[src/rtl/pipeline_issue_sequencer_pkg.sv]
// Shared opcode encodings, instruction field positions and FSM state type
// for the front-end issue sequencer.
package pipeline_issue_sequencer_pkg;

    localparam int INS_W = 24;

    localparam logic [4:0] OP_LD      = 5'b10100;
    localparam logic [4:0] OP_ST      = 5'b10101;
    localparam logic [4:0] OP_JMP     = 5'b11000;
    localparam logic [2:0] OP_CJ_PFX  = 3'b111;
    localparam logic [1:0] OP_IMM_PFX = 2'b01;

    localparam logic [INS_W-1:0] NOP = 24'h000000;

    localparam int OPC_HI  = 23;
    localparam int OPC_LO  = 19;
    localparam int DST_HI  = 18;
    localparam int DST_LO  = 14;
    localparam int SRCA_HI = 13;
    localparam int SRCA_LO = 9;
    localparam int SRCB_HI = 8;
    localparam int SRCB_LO = 4;

    typedef enum logic [1:0] {
        ST_IDLE     = 2'd0,
        ST_RUN      = 2'd1,
        ST_LD_STALL = 2'd2,
        ST_BR_WAIT  = 2'd3
    } state_t;

    function automatic logic is_cj(input logic [4:0] op);
        return op[4:2] == OP_CJ_PFX;
    endfunction

    function automatic logic is_imm(input logic [4:0] op);
        return op[4:3] == OP_IMM_PFX;
    endfunction

endpackage

[src/rtl/pipeline_issue_sequencer_hazard_detect.sv]
// Load-use hazard check: flags when the instruction at the fetch PC reads the
// destination of a load issued in the previous cycle. Purely combinational.
module issue_hazard_detect
    import pipeline_issue_sequencer_pkg::*;
(
    input  logic [4:0] i_prev_op,
    input  logic [4:0] i_prev_dest,
    input  logic       i_prev_vld,
    input  logic [4:0] i_op,
    input  logic [4:0] i_src_a,
    input  logic [4:0] i_src_b,
    output logic       o_hazard
);

    logic w_prev_ld;
    logic w_reads_b;

    assign w_prev_ld = i_prev_vld && (i_prev_op == OP_LD);
    // Immediate forms and JMP reuse the srcB bits for immediate/target data.
    assign w_reads_b = !is_imm(i_op) && (i_op != OP_JMP);

    assign o_hazard = w_prev_ld &&
                      ((i_src_a == i_prev_dest) ||
                       (w_reads_b && (i_src_b == i_prev_dest)));

endmodule

[src/rtl/pipeline_issue_sequencer.sv]
// Front-end issue sequencer: owns the PC, issues one instruction per cycle,
// bubbles on load-use hazards and sequences unconditional/conditional jumps.
module pipeline_issue_sequencer
    import pipeline_issue_sequencer_pkg::*;
#(
    parameter int PC_W     = 8,
    parameter int COND_LAT = 2
) (
    input  logic             i_clk,
    input  logic             i_rst_n,
    input  logic             i_run,
    input  logic [23:0]      i_ins_mem,
    input  logic             i_cond_taken,
    output logic [PC_W-1:0]  o_pc,
    output logic [23:0]      o_ins_issue,
    output logic             o_issue_valid,
    output logic             o_stall,
    output logic [1:0]       o_state
);

    localparam int CNT_W = 3;

    state_t            r_state;
    logic [PC_W-1:0]   r_pc;
    logic [23:0]       r_ins_issue;
    logic              r_issue_valid;
    logic              r_stall;
    logic [CNT_W-1:0]  r_cnt;
    logic [PC_W-1:0]   r_br_target;

    logic [4:0]        w_op;
    logic [PC_W-1:0]   w_target;
    logic [PC_W-1:0]   w_pc_inc;
    logic              w_is_jmp;
    logic              w_is_cj;
    logic              w_hazard;

    assign w_op     = i_ins_mem[OPC_HI:OPC_LO];
    assign w_target = i_ins_mem[PC_W:1];
    assign w_pc_inc = r_pc + 1'b1;
    assign w_is_jmp = (w_op == OP_JMP);
    assign w_is_cj  = is_cj(w_op);

    issue_hazard_detect u_hazard (
        .i_prev_op   (r_ins_issue[OPC_HI:OPC_LO]),
        .i_prev_dest (r_ins_issue[DST_HI:DST_LO]),
        .i_prev_vld  (r_issue_valid),
        .i_op        (w_op),
        .i_src_a     (i_ins_mem[SRCA_HI:SRCA_LO]),
        .i_src_b     (i_ins_mem[SRCB_HI:SRCB_LO]),
        .o_hazard    (w_hazard)
    );

    always_ff @(posedge i_clk or negedge i_rst_n) begin
        if (!i_rst_n) begin
            r_state       <= ST_IDLE;
            r_pc          <= '0;
            r_ins_issue   <= NOP;
            r_issue_valid <= 1'b0;
            r_stall       <= 1'b0;
            r_cnt         <= '0;
            r_br_target   <= '0;
        end else begin
            case (r_state)
                ST_IDLE: begin
                    r_ins_issue   <= NOP;
                    r_issue_valid <= 1'b0;
                    r_stall       <= 1'b0;
                    if (i_run) begin
                        r_state <= ST_RUN;
                    end
                end

                // LD_STALL re-issues the held instruction through the same
                // decode as RUN; run=0 is only honoured once back in RUN.
                ST_RUN, ST_LD_STALL: begin
                    if ((r_state == ST_RUN) && !i_run) begin
                        r_ins_issue   <= NOP;
                        r_issue_valid <= 1'b0;
                        r_stall       <= 1'b0;
                        r_state       <= ST_IDLE;
                    end else if ((r_state == ST_RUN) && w_hazard) begin
                        r_ins_issue   <= NOP;
                        r_issue_valid <= 1'b0;
                        r_stall       <= 1'b1;
                        r_state       <= ST_LD_STALL;
                    end else begin
                        r_ins_issue   <= i_ins_mem;
                        r_issue_valid <= 1'b1;
                        r_stall       <= 1'b0;
                        r_state       <= ST_RUN;
                        if (w_is_jmp) begin
                            r_pc <= w_target;
                        end else if (w_is_cj) begin
                            r_cnt       <= CNT_W'(COND_LAT);
                            r_br_target <= w_target;
                            r_state     <= ST_BR_WAIT;
                        end else begin
                            r_pc <= w_pc_inc;
                        end
                    end
                end

                ST_BR_WAIT: begin
                    r_ins_issue   <= NOP;
                    r_issue_valid <= 1'b0;
                    r_stall       <= 1'b1;
                    r_cnt         <= r_cnt - 1'b1;
                    if (r_cnt == CNT_W'(1)) begin
                        r_pc    <= i_cond_taken ? r_br_target : w_pc_inc;
                        r_state <= i_run ? ST_RUN : ST_IDLE;
                    end
                end

                default: begin
                    r_state <= ST_IDLE;
                end
            endcase
        end
    end

    assign o_pc          = r_pc;
    assign o_ins_issue   = r_ins_issue;
    assign o_issue_valid = r_issue_valid;
    assign o_stall       = r_stall;
    assign o_state       = r_state;

endmodule

[config.mk]
export PLATFORM = sky130hd
export DESIGN_NAME = pipeline_issue_sequencer
export DESIGN_NICKNAME = d
export VERILOG_FILES = /design/src/rtl/pipeline_issue_sequencer_pkg.sv /design/src/rtl/pipeline_issue_sequencer_hazard_detect.sv /design/src/rtl/pipeline_issue_sequencer.sv
export SDC_FILE = /design/constraint.sdc
export NUM_CORES = 1
export LEC_CHECK = 0
export ABC_AREA = 1
export CAP_MARGIN = 30
export CORE_ASPECT_RATIO = 0.75
export CORE_MARGIN = 4
export CORE_UTILIZATION = 30
export CTS_BUF_LIST = sky130_fd_sc_hd__clkbuf_4 sky130_fd_sc_hd__clkbuf_8
export DETAILED_ROUTE_END_ITERATION = 8
export DONT_BUFFER_PORTS = 1
export PLACE_DENSITY = 0.41
export SYNTH_ARGS = -nofsm -noshare
export SYNTH_HDL_FRONTEND = slang
export SYNTH_SLANG_ARGS = --single-unit
[constraint.sdc]
create_clock -name i_clk -period 2.4 [get_ports i_clk]
set_clock_uncertainty 0.05 [all_clocks]
set_input_delay 0.48 -clock i_clk [delete_from_list [all_inputs] [get_ports i_clk]]
set_output_delay 0.48 -clock i_clk [all_outputs]
set_load 0.03 [all_outputs]
==> results of run 1 <==
-- final timing paths --
check / cells past startpoint / end / startpoint
setup / recovery: 8 / o_pc[5] / o_state[0]
hold / removal: 2 / o_ins_issue[13] / i_ins_mem[13]
setup reg to reg: 8 / o_pc[5] / o_state[0]
hold reg to reg: 2 / r_cnt[1] / r_cnt[1]
max in group asynchronous: 2 / o_ins_issue[0] / i_rst_n
min in group asynchronous: 2 / o_ins_issue[11] / i_rst_n
-- final cells by class --
cell class                 instances  area share, %
clock buffer                       5          2.413
clock inverter                     2          1.316
inverter                          52          6.845
multi-input combinational        228          41.60
sequential                        47          41.25
tap                              108          4.739
timing repair buffer               4          1.843
-- flip-flops by register name, summed over array words and instances, names as in the netlist --
register and cells:
o_ins_issue 24, o_pc 8, r_br_target 8, r_cnt 3, o_state 2, o_issue_valid 1
o_stall 1
-- per-stage QoR --
stage | worst slack [ns] | std cells | total power, mW | instance area, um^2
after floorplan | 0.4059 | 335 | 2.556 | 2620
after global placement | 0.4395 | 437 | 2.831 | 2708
after detailed placement | 0.3687 | 437 | 2.835 | 2708
final | 0.3512 | 446 | 3.392 | 2851
after global routing | 0.1284 | 446 | 3.706 | 2851
after CTS | 0.3486 | 446 | 3.464 | 2851
-- where the power goes --
part           leakage, nW  internal (mW)  switching, mW
registers            0.605           1.07          0.629
logic                0.874          0.390          0.716
clock network       0.0502          0.305          0.281
total                 1.53           1.77           1.63
-- synthesized netlist by cell type, drive strengths merged --
library cell | instances | area share, %
nor2 | 43 | 7.0
o21bai | 1 | 0.29
ha | 7 | 3.3
dfrtp | 47 | 45
o211ai | 1 | 0.29
o21ai | 19 | 4.8
xor2 | 1 | 0.33
nand4 | 11 | 2.6
nand3 | 27 | 6.2
xnor2 | 2 | 0.67
a21oi | 6 | 1.3
clkinv | 1 | 0.14
nand2 | 101 | 16
nor3 | 2 | 0.81
clkbuf | 1 | 0.14
buf | 7 | 2.2
a22oi | 1 | 0.29
nand3b | 2 | 0.57
a21o | 2 | 0.57
a211oi | 1 | 0.29
inv | 51 | 7.3
or2 | 1 | 0.24
-- worst max-delay path, cell delays in order (launching register included) --
cell and delay, ns:
dfrtp_1 0.41, buf_4 0.18, ha_1 0.32, o21ai_1 0.16, nand2_1 0.08, a21oi_2 0.35, nand3_2 0.23, nand2_1 0.10
nand2_1 0.05
-- cell usage in the layout (no fill, tap or decap) --
cell and n:
o21ai_0 10, ha_1 7, nand2_2 4, xnor2_1 2, nor2_1 40, a21oi_1 5
dfrtp_1 47, clkinv_1 1, nand4_1 11, o21bai_1 1, buf_16 1, nand2_4 3
bufinv_16 1, a21oi_2 1, a211oi_1 1, nand3b_1 2, o21ai_1 1, nor3_1 1
o21ai_2 8, nand3_1 23, dlygate4sd3_1 1, or2_1 1, a21o_1 2, xor2_1 1
clkbuf_8 5, nor2_2 2, buf_4 2, inv_1 47, inv_2 4, a22oi_1 1
clkinvlp_4 1, o211ai_1 1, nand2_1 94, nand3_4 1, nor2_8 1, nor3_4 1
nand3_2 3
-- cell families (layout without fill, tap and decap cells) --
| family | after synthesis | in the layout | synth area share, % |
|---|---|---|---|
| simple gates | 187 | 187 | 33.14 |
| buf+inv | 60 | 63 | 9.837 |
| flops | 47 | 47 | 44.89 |
| compound gates | 31 | 31 | 7.784 |
| fa+ha+maj | 7 | 7 | 3.343 |
| xor+xnor | 3 | 3 | 1.003 |
-- layer usage --
layer  wire [um]  part of all wire (%)
met1        3051                    48
met2        2779                    44
met3         422                   6.7
met4          74                   1.2
met5           0                     0
-- repair_timing --
action	CTS	global route
hold buffers	2	0
hold endpoints to repair	47	0
resized for setup	0	0
==> results.cfg, run 1 <==
[placement]
portBuffers = 0
place_congestion = 0.7595
dp_hpwl_mm = 4.872

[synthesis]
avgSynthCellArea_um2 = 7.821
netlist_area_mm2 = 0.002620
synth_seq_cells = 47
synthCells = 335
ys_seq_area_share_pct = 44.89
synth_nets = 370
synth_warnings = 0
synthDistinctLibCells = 36

[outcome]
status = finished clean

[global_route]
track_usage_pct = 13.57
use_met1_pct = 18.96
grt_busiest_layer = met2
use_met3_pct = 4.465
grt_pass1_wl_mm = 10.85
first_global_vias = 2125
antenna_found_initial = 0
grt_max_degree = 48
grt-ovfl-total = 0
grt_use_met2_pct = 20.37

[job]
cap_violations = 0

[sta]
drv_slew = 0
hold_viol = 0
setup-tns-final_ns = 0
worst_slew_pin_slew_ns = 0.4752
finalSetupViolations = 0
period_minus_slack_ns = 2.049
max_clock_freq_mhz = 488.1
timing.hold.ws_ns = 0.2147
timing.final.crit_share_pct = 85.37
rsz0062_at_grt = false
relSlewSlack_pct = 68.28

[clock_network]
numCtsBuffers = 5
htreeDepth = 2
cts_setup_buffers = 0
clk_latency_ns = 0.31
cts_tree = yes
clkSinkCount = 47
clk_pin_slew_worst_paths_ns = 0.09
root_buffer = clkbuf_8
cts.path.max_buffers = 2

[setup_path]
cp-end-kind = register
r2r_slack_ns = 0.35
worstPathArrival_ns = 2.20
path_max_fanout = 9
critPathLaunchType = register
path_class = reg -> reg
required_ns = 2.55

[layout]
drive_gt1_share_pct = 11.24
n_antenna_cell = 0
fin_nets = 373
area_growth_pct = 8.835
fillerInstances = 943
ff_latch_area_mm2 = 0.001176
multi_input_area_mm2 = 0.001186
final_util_pct = 33.58

[detailed_routing]
viasPerCell = 4.621
detailedRoute.firstPassIterationCount = 4
ant_nets = 0
vias = 2061
routed_wl_mm = 6.328
wl_per_cell_um = 14.19
drt_iter0_markers = 106
route.detailed.drc = 0

[hold_path]
hold_path.class = in -> reg

[die]
design.core.area_mm2 = 0.008491
die_h_um = 88.93
die_x_um = 115.9
floorplan.initialDensity_pct = 30.86
die-area_mm2 = 0.01031
io_pins = 64
placementRows = 29

[pwr]
power_density_mw_per_mm2 = 1189
p_leak_nw = 1.529
peakVddDrop_mv = 0.4264
No activity file was read; power rests on OpenSTA's default activity.
==> inputs of run 2 (changes only) <==
--- a/config.mk
+++ b/config.mk
@@ -7,13 +7,17 @@
 export LEC_CHECK = 0
 export ABC_AREA = 1
 export CAP_MARGIN = 30
+export CELL_PAD_IN_SITES_DETAIL_PLACEMENT = 1
+export CELL_PAD_IN_SITES_GLOBAL_PLACEMENT = 1
 export CORE_ASPECT_RATIO = 0.75
 export CORE_MARGIN = 4
 export CORE_UTILIZATION = 30
 export CTS_BUF_LIST = sky130_fd_sc_hd__clkbuf_4 sky130_fd_sc_hd__clkbuf_8
 export DETAILED_ROUTE_END_ITERATION = 8
 export DONT_BUFFER_PORTS = 1
-export PLACE_DENSITY = 0.41
+export GPL_ROUTABILITY_DRIVEN = 0
+export PLACE_DENSITY = 0.53
+export SLEW_MARGIN = 20
 export SYNTH_ARGS = -nofsm -noshare
 export SYNTH_HDL_FRONTEND = slang
 export SYNTH_SLANG_ARGS = --single-unit
==> results.cfg, run 2 (synthesis results as in run 1) <==
[outcome]
status = finished clean

[detailed_routing]
wl_per_cell_um = 15.30
viasPerCell = 4.737
met3_length_um = 318
topRoutingLayerUsed = met4
vias = 2127
routed_wl_mm = 6.869
route.detailed.drc = 0
wl_met2_mm = 3.204
ant_nets = 0
detailedRoute.firstPassIterationCount = 4
drt_iter0_markers = 56
wl_met1_mm = 3.259

[layout]
area_growth_pct = 9.121
n_antenna_cell = 0
layout_commonest_cell = nand2_1
final_cell_mix = 94 x nand2_1, 47 x inv_1, 47 x dfrtp_1
largest_reg_flops = 24
design_area_mm2 = 0.002859
drive_gt1_share_pct = 12.02
fin_nets = 375
fillerInstances = 1052
stdcell_count = 449

[setup_path]
max_stage_delay_ns = 0.39
r2r-end = o_pc[7]
path_cells = inv_1 > ha_1 > inv_1 > nor2_1 > nand4_1 > nor3_4 > nand3_2 > nand3_2 > nand2_1 > nand2_1
path_class = reg -> reg
r2r_slack_ns = 0.41
cp-end-kind = register
cp_num_buf_inv = 2
rr_startpoint = o_state[1]
path_max_fanout = 12
critPathLaunchType = register
crit_family = simple AND/OR/NAND/NOR gates
required_ns = 2.60
r2r_cells = 10
worstPathArrival_ns = 2.19
crit_path_top_delay_cell = dfrtp_1

[hold_path]
hold_start = i_ins_mem[10]
hold_path.class = in -> reg
hold_path_end = o_ins_issue[10]
holdPathStages = 2

[clock_network]
root_buffer = clkbuf_8
clk_latency_ns = 0.31
clk_pin_slew_worst_paths_ns = 0.10
clkSinkCount = 47
cts_tree = yes
cts.path.max_buffers = 2
numCtsBuffers = 5
cts_setup_buffers = 0
htreeDepth = 2

[die]
die-area_mm2 = 0.01031
floorplan.initialDensity_pct = 30.86
die_x_um = 115.9
io_pins = 64
design.core.area_mm2 = 0.008491
placementRows = 29
die_h_um = 88.93

[pwr]
swShare_pct = 49.61
power_density_mw_per_mm2 = 1192
p_int_mw = 1.717
p_leak_nw = 1.536
pwr-share-comb_pct = 34.7
switching_power_mw = 1.690
p_seq_share_pct = 49.3
peakVddDrop_mv = 0.3954
clockPowerShare_pct = 16.0
finalPower_mw = 3.407

[job]
cap_violations = 0

[sta]
hold_viol = 0
timing.final.crit_share_pct = 82.81
period_minus_slack_ns = 1.987
worst_slew_pin_slew_ns = 0.4549
rsz0062_at_grt = false
setup-tns-final_ns = 0
timing.hold.ws_ns = 0.2093
relSlewSlack_pct = 69.64
finalSetupViolations = 0
drv_slew = 0
max_clock_freq_mhz = 503.2

[placement]
dp_cells = 439
dpl-instance-area_mm2 = 0.002723
dp_hpwl_mm = 5.291
portBuffers = 0

[global_route]
track_usage_pct = 14.59
grt-ovfl-total = 0
first_global_vias = 2287
grt_max_degree = 48
antenna_found_initial = 0
grt_pass1_wl_mm = 11.65
run 2: cell count changes in the layout (fill, tap and decap cells not counted), sizes merged:
cell	delta
buf	+2
bufinv	-1
clkbuf	+1
clkinv	+1
run 2: stage by stage:
step / util (%) / worst slack (ns)
4_1_cts: 33.67 / 0.3629
6_report: 33.67 / 0.4126
3_3_place_gp: 32.07 / 0.3912
5_1_grt: 33.67 / 0.2077
3_5_place_dp: 32.07 / 0.3877
2_1_floorplan: - / 0.4059
run 2: power groups by stage:
stage                     clock network [mW]  logic [mW]  registers (mW)
after global placement                     0        1.17            1.70
after detailed placement                   0        1.19            1.70
after global routing                   0.600        1.38            1.73
final                                  0.547        1.18            1.68
after CTS                              0.573        1.22            1.69
after floorplan                            0       0.890            1.67
run 2: what timing repair did:
action                     in CTS  in global routing
hold buffers                    2                  0
setup endpoints to repair       0                  0
gates resized for setup         0                  0
hold endpoints to repair       47                  0
run 2: final cells by class:
cell class                 instances  area [um^2]  area share (%)
multi-input combinational        228         1186           41.49
sequential                        47         1176           41.14
inverter                          52        195.2           6.827
tap                              108        135.1           4.726
clock buffer                       6        82.58           2.888
timing repair buffer               6        67.56           2.363
clock inverter                     2        16.27          0.5689
run 2: routing by layer:
layer	global-route usage, %	vias up
met2	23.55	35
met4	4.110	0
met3	3.789	7
met1	19.55	1035
li1	-	1050
met5	0	-
run 2: how the worst max path moves through the flow:
stage,start,end,depth (start not counted)
finish,o_state[1],o_pc[7],10
global route,o_state[1],r_cnt[2],10
CTS,o_state[1],o_pc[7],10
detailed placement,o_state[1],o_pc[1],10
global placement,o_state[1],o_pc[7],10
floorplan,o_state[0],o_pc[2],10
==> inputs of run 3 (changes only) <==
--- a/config.mk
+++ b/config.mk
@@ -16,7 +16,7 @@
 export DETAILED_ROUTE_END_ITERATION = 8
 export DONT_BUFFER_PORTS = 1
 export GPL_ROUTABILITY_DRIVEN = 0
-export PLACE_DENSITY = 0.53
+export PLACE_DENSITY = 0.55
 export SLEW_MARGIN = 20
 export SYNTH_ARGS = -nofsm -noshare
 export SYNTH_HDL_FRONTEND = slang
==> constraint.sdc (replaced) <==
create_clock -name i_clk -period 1.8 [get_ports i_clk]
set_clock_uncertainty 0.05 [all_clocks]
set_input_delay 0.36 -clock i_clk [delete_from_list [all_inputs] [get_ports i_clk]]
set_output_delay 0.36 -clock i_clk [all_outputs]
set_load 0.03 [all_outputs]
==> results.cfg, run 3 (synthesis results as in run 1) <==
[outcome]
status = finished with violations
violations = setup timing

[detailed_routing]
viasPerCell = 4.725
route.detailed.drc = 0
vias = 2306
ant_nets = 0
routed_wl_mm = 7.693
wl_per_cell_um = 15.76
drt_iter0_markers = 83
detailedRoute.firstPassIterationCount = 4

[setup_path]
cp_num_buf_inv = 4
path_common_cell = inv_2
path_cells = inv_2 > ha_4 > inv_2 > nor2_2 > nand4_1 > nor3_4 > buf_6 > nand2_4 > nand2_8 > clkbuf_16 > nor2_1
critPathLaunchType = register
path_max_fanout = 8
crit_path_top_delay_cell = dfrtp_2
cp-end-kind = register
worstPathArrival_ns = 2.03
max_stage_delay_ns = 0.41
path_class = reg -> reg
r2r_slack_ns = -0.07
crit_family = simple AND/OR/NAND/NOR gates
required_ns = 1.96

[die]
io_pins = 64
floorplan.initialDensity_pct = 30.86
die-area_mm2 = 0.01031
placementRows = 29
design.core.area_mm2 = 0.008491
die_x_um = 115.9
die_h_um = 88.93

[pwr]
peakVddDrop_mv = 0.6456
power_density_mw_per_mm2 = 1622
p_leak_nw = 1.775
finalPower_mw = 5.504

[job]
cap_violations = 0

[layout]
layout_commonest_cell = nand2_1
area_growth_pct = 29.56
final_cell_mix = 77 x nand2_1, 45 x dfrtp_1, 44 x inv_1
n_antenna_cell = 0
largest_reg_flops = 24
drive_gt1_share_pct = 28.68
fin_nets = 414
stdcell_count = 488
final_util_pct = 39.98
design_area_mm2 = 0.003395

[placement]
dpl-instance-area_mm2 = 0.002998
dp_cells = 469
dp_hpwl_mm = 5.502
pre_cts_ws_ns = -0.04449
portBuffers = 0

[sta]
worst_slew_pin_slew_ns = 0.4642
setup-tns-final_ns = -1.210
period_minus_slack_ns = 1.867
setup_slack_ns = -0.06691
hold_viol = 0
timing.final.crit_share_pct = 103.7
drv_slew = 0
finalSetupViolations = 32
max_clock_freq_mhz = 535.6
timing.hold.ws_ns = 0.09113
relSlewSlack_pct = 69.02
rsz0062_at_grt = true

[clock_network]
clk_pin_slew_worst_paths_ns = 0.10
cts.path.max_buffers = 2
clk_latency_ns = 0.31
root_buffer = clkbuf_8
htreeDepth = 2
cts_tree = yes
numCtsBuffers = 5
clkSinkCount = 47

[global_route]
grt-ovfl-total = 0
grt_pass1_wl_mm = 11.84
antenna_found_initial = 0
grt_max_degree = 48
first_global_vias = 2407
track_usage_pct = 14.58

[hold_path]
hold_path.class = in -> reg
[run 3: cell types whose count changed in the layout (fill, tap and decap cells not counted), moves of 3 or more]
| cell | previous run | this run |
|---|---|---|
| nand3_4 | 1 | 4 |
| buf_4 | 4 | 31 |
| nand2_2 | 4 | 20 |
| buf_6 | 0 | 4 |
| nand2_1 | 94 | 77 |
| inv_1 | 47 | 44 |
| buf_12 | 0 | 4 |
| inv_2 | 4 | 7 |
[run 3: power breakdown]
group / total [mW] / internal [mW] / switching (mW) / leakage (nW)
combinational: 2.82 / 1.19 / 1.62 / 1.13
sequential: 1.99 / 1.44 / 0.553 / 0.602
clock: 0.699 / 0.314 / 0.385 / 0.0474
[run 3: final cells by class]
cell class                 count  area, um^2
fill                        1039        5096
multi-input combinational    230        1339
sequential                    47        1179
timing repair buffer          43       445.4
inverter                      52       197.7
tap                          108       135.1
clock buffer                   6       82.58
clock inverter                 2       16.27
[run 3: timing repair]
item | 4_1_cts | 5_1_grt
hold endpoints to repair | 47 | 0
setup buffers | 0 | 5
endpoints found under the setup margin | 17 | 46
resized for setup | 3 | 40
gates cloned | 0 | 4
hold buffers | 2 | 0
pin swaps | 0 | 11
[run 3: path summary, 6_finish.rpt]
check,start,endpoint,cells past startpoint
max in group asynchronous,i_rst_n,r_br_target[6],2
min,i_ins_mem[16],o_ins_issue[16],2
max reg2reg,o_state[1],o_ins_issue[21],11
min reg2reg,r_br_target[6],r_br_target[6],2
min in group asynchronous,i_rst_n,o_ins_issue[20],2
max,o_state[1],o_ins_issue[21],11
[run 3: per-layer routing]
| layer | vias to the layer above | part of all wire, % | routed length [um] | GRT usage (%) |
|---|---|---|---|---|
| met2 | 36 | 47 | 3586 | 23.71 |
| met4 | 0 | 0.65 | 50 | 2.845 |
| met3 | 5 | 4.3 | 327 | 3.789 |
| li1 | 1141 | - | - | - |
| met1 | 1124 | 48 | 3729 | 19.87 |
| met5 | - | 0 | 0 | 0 |
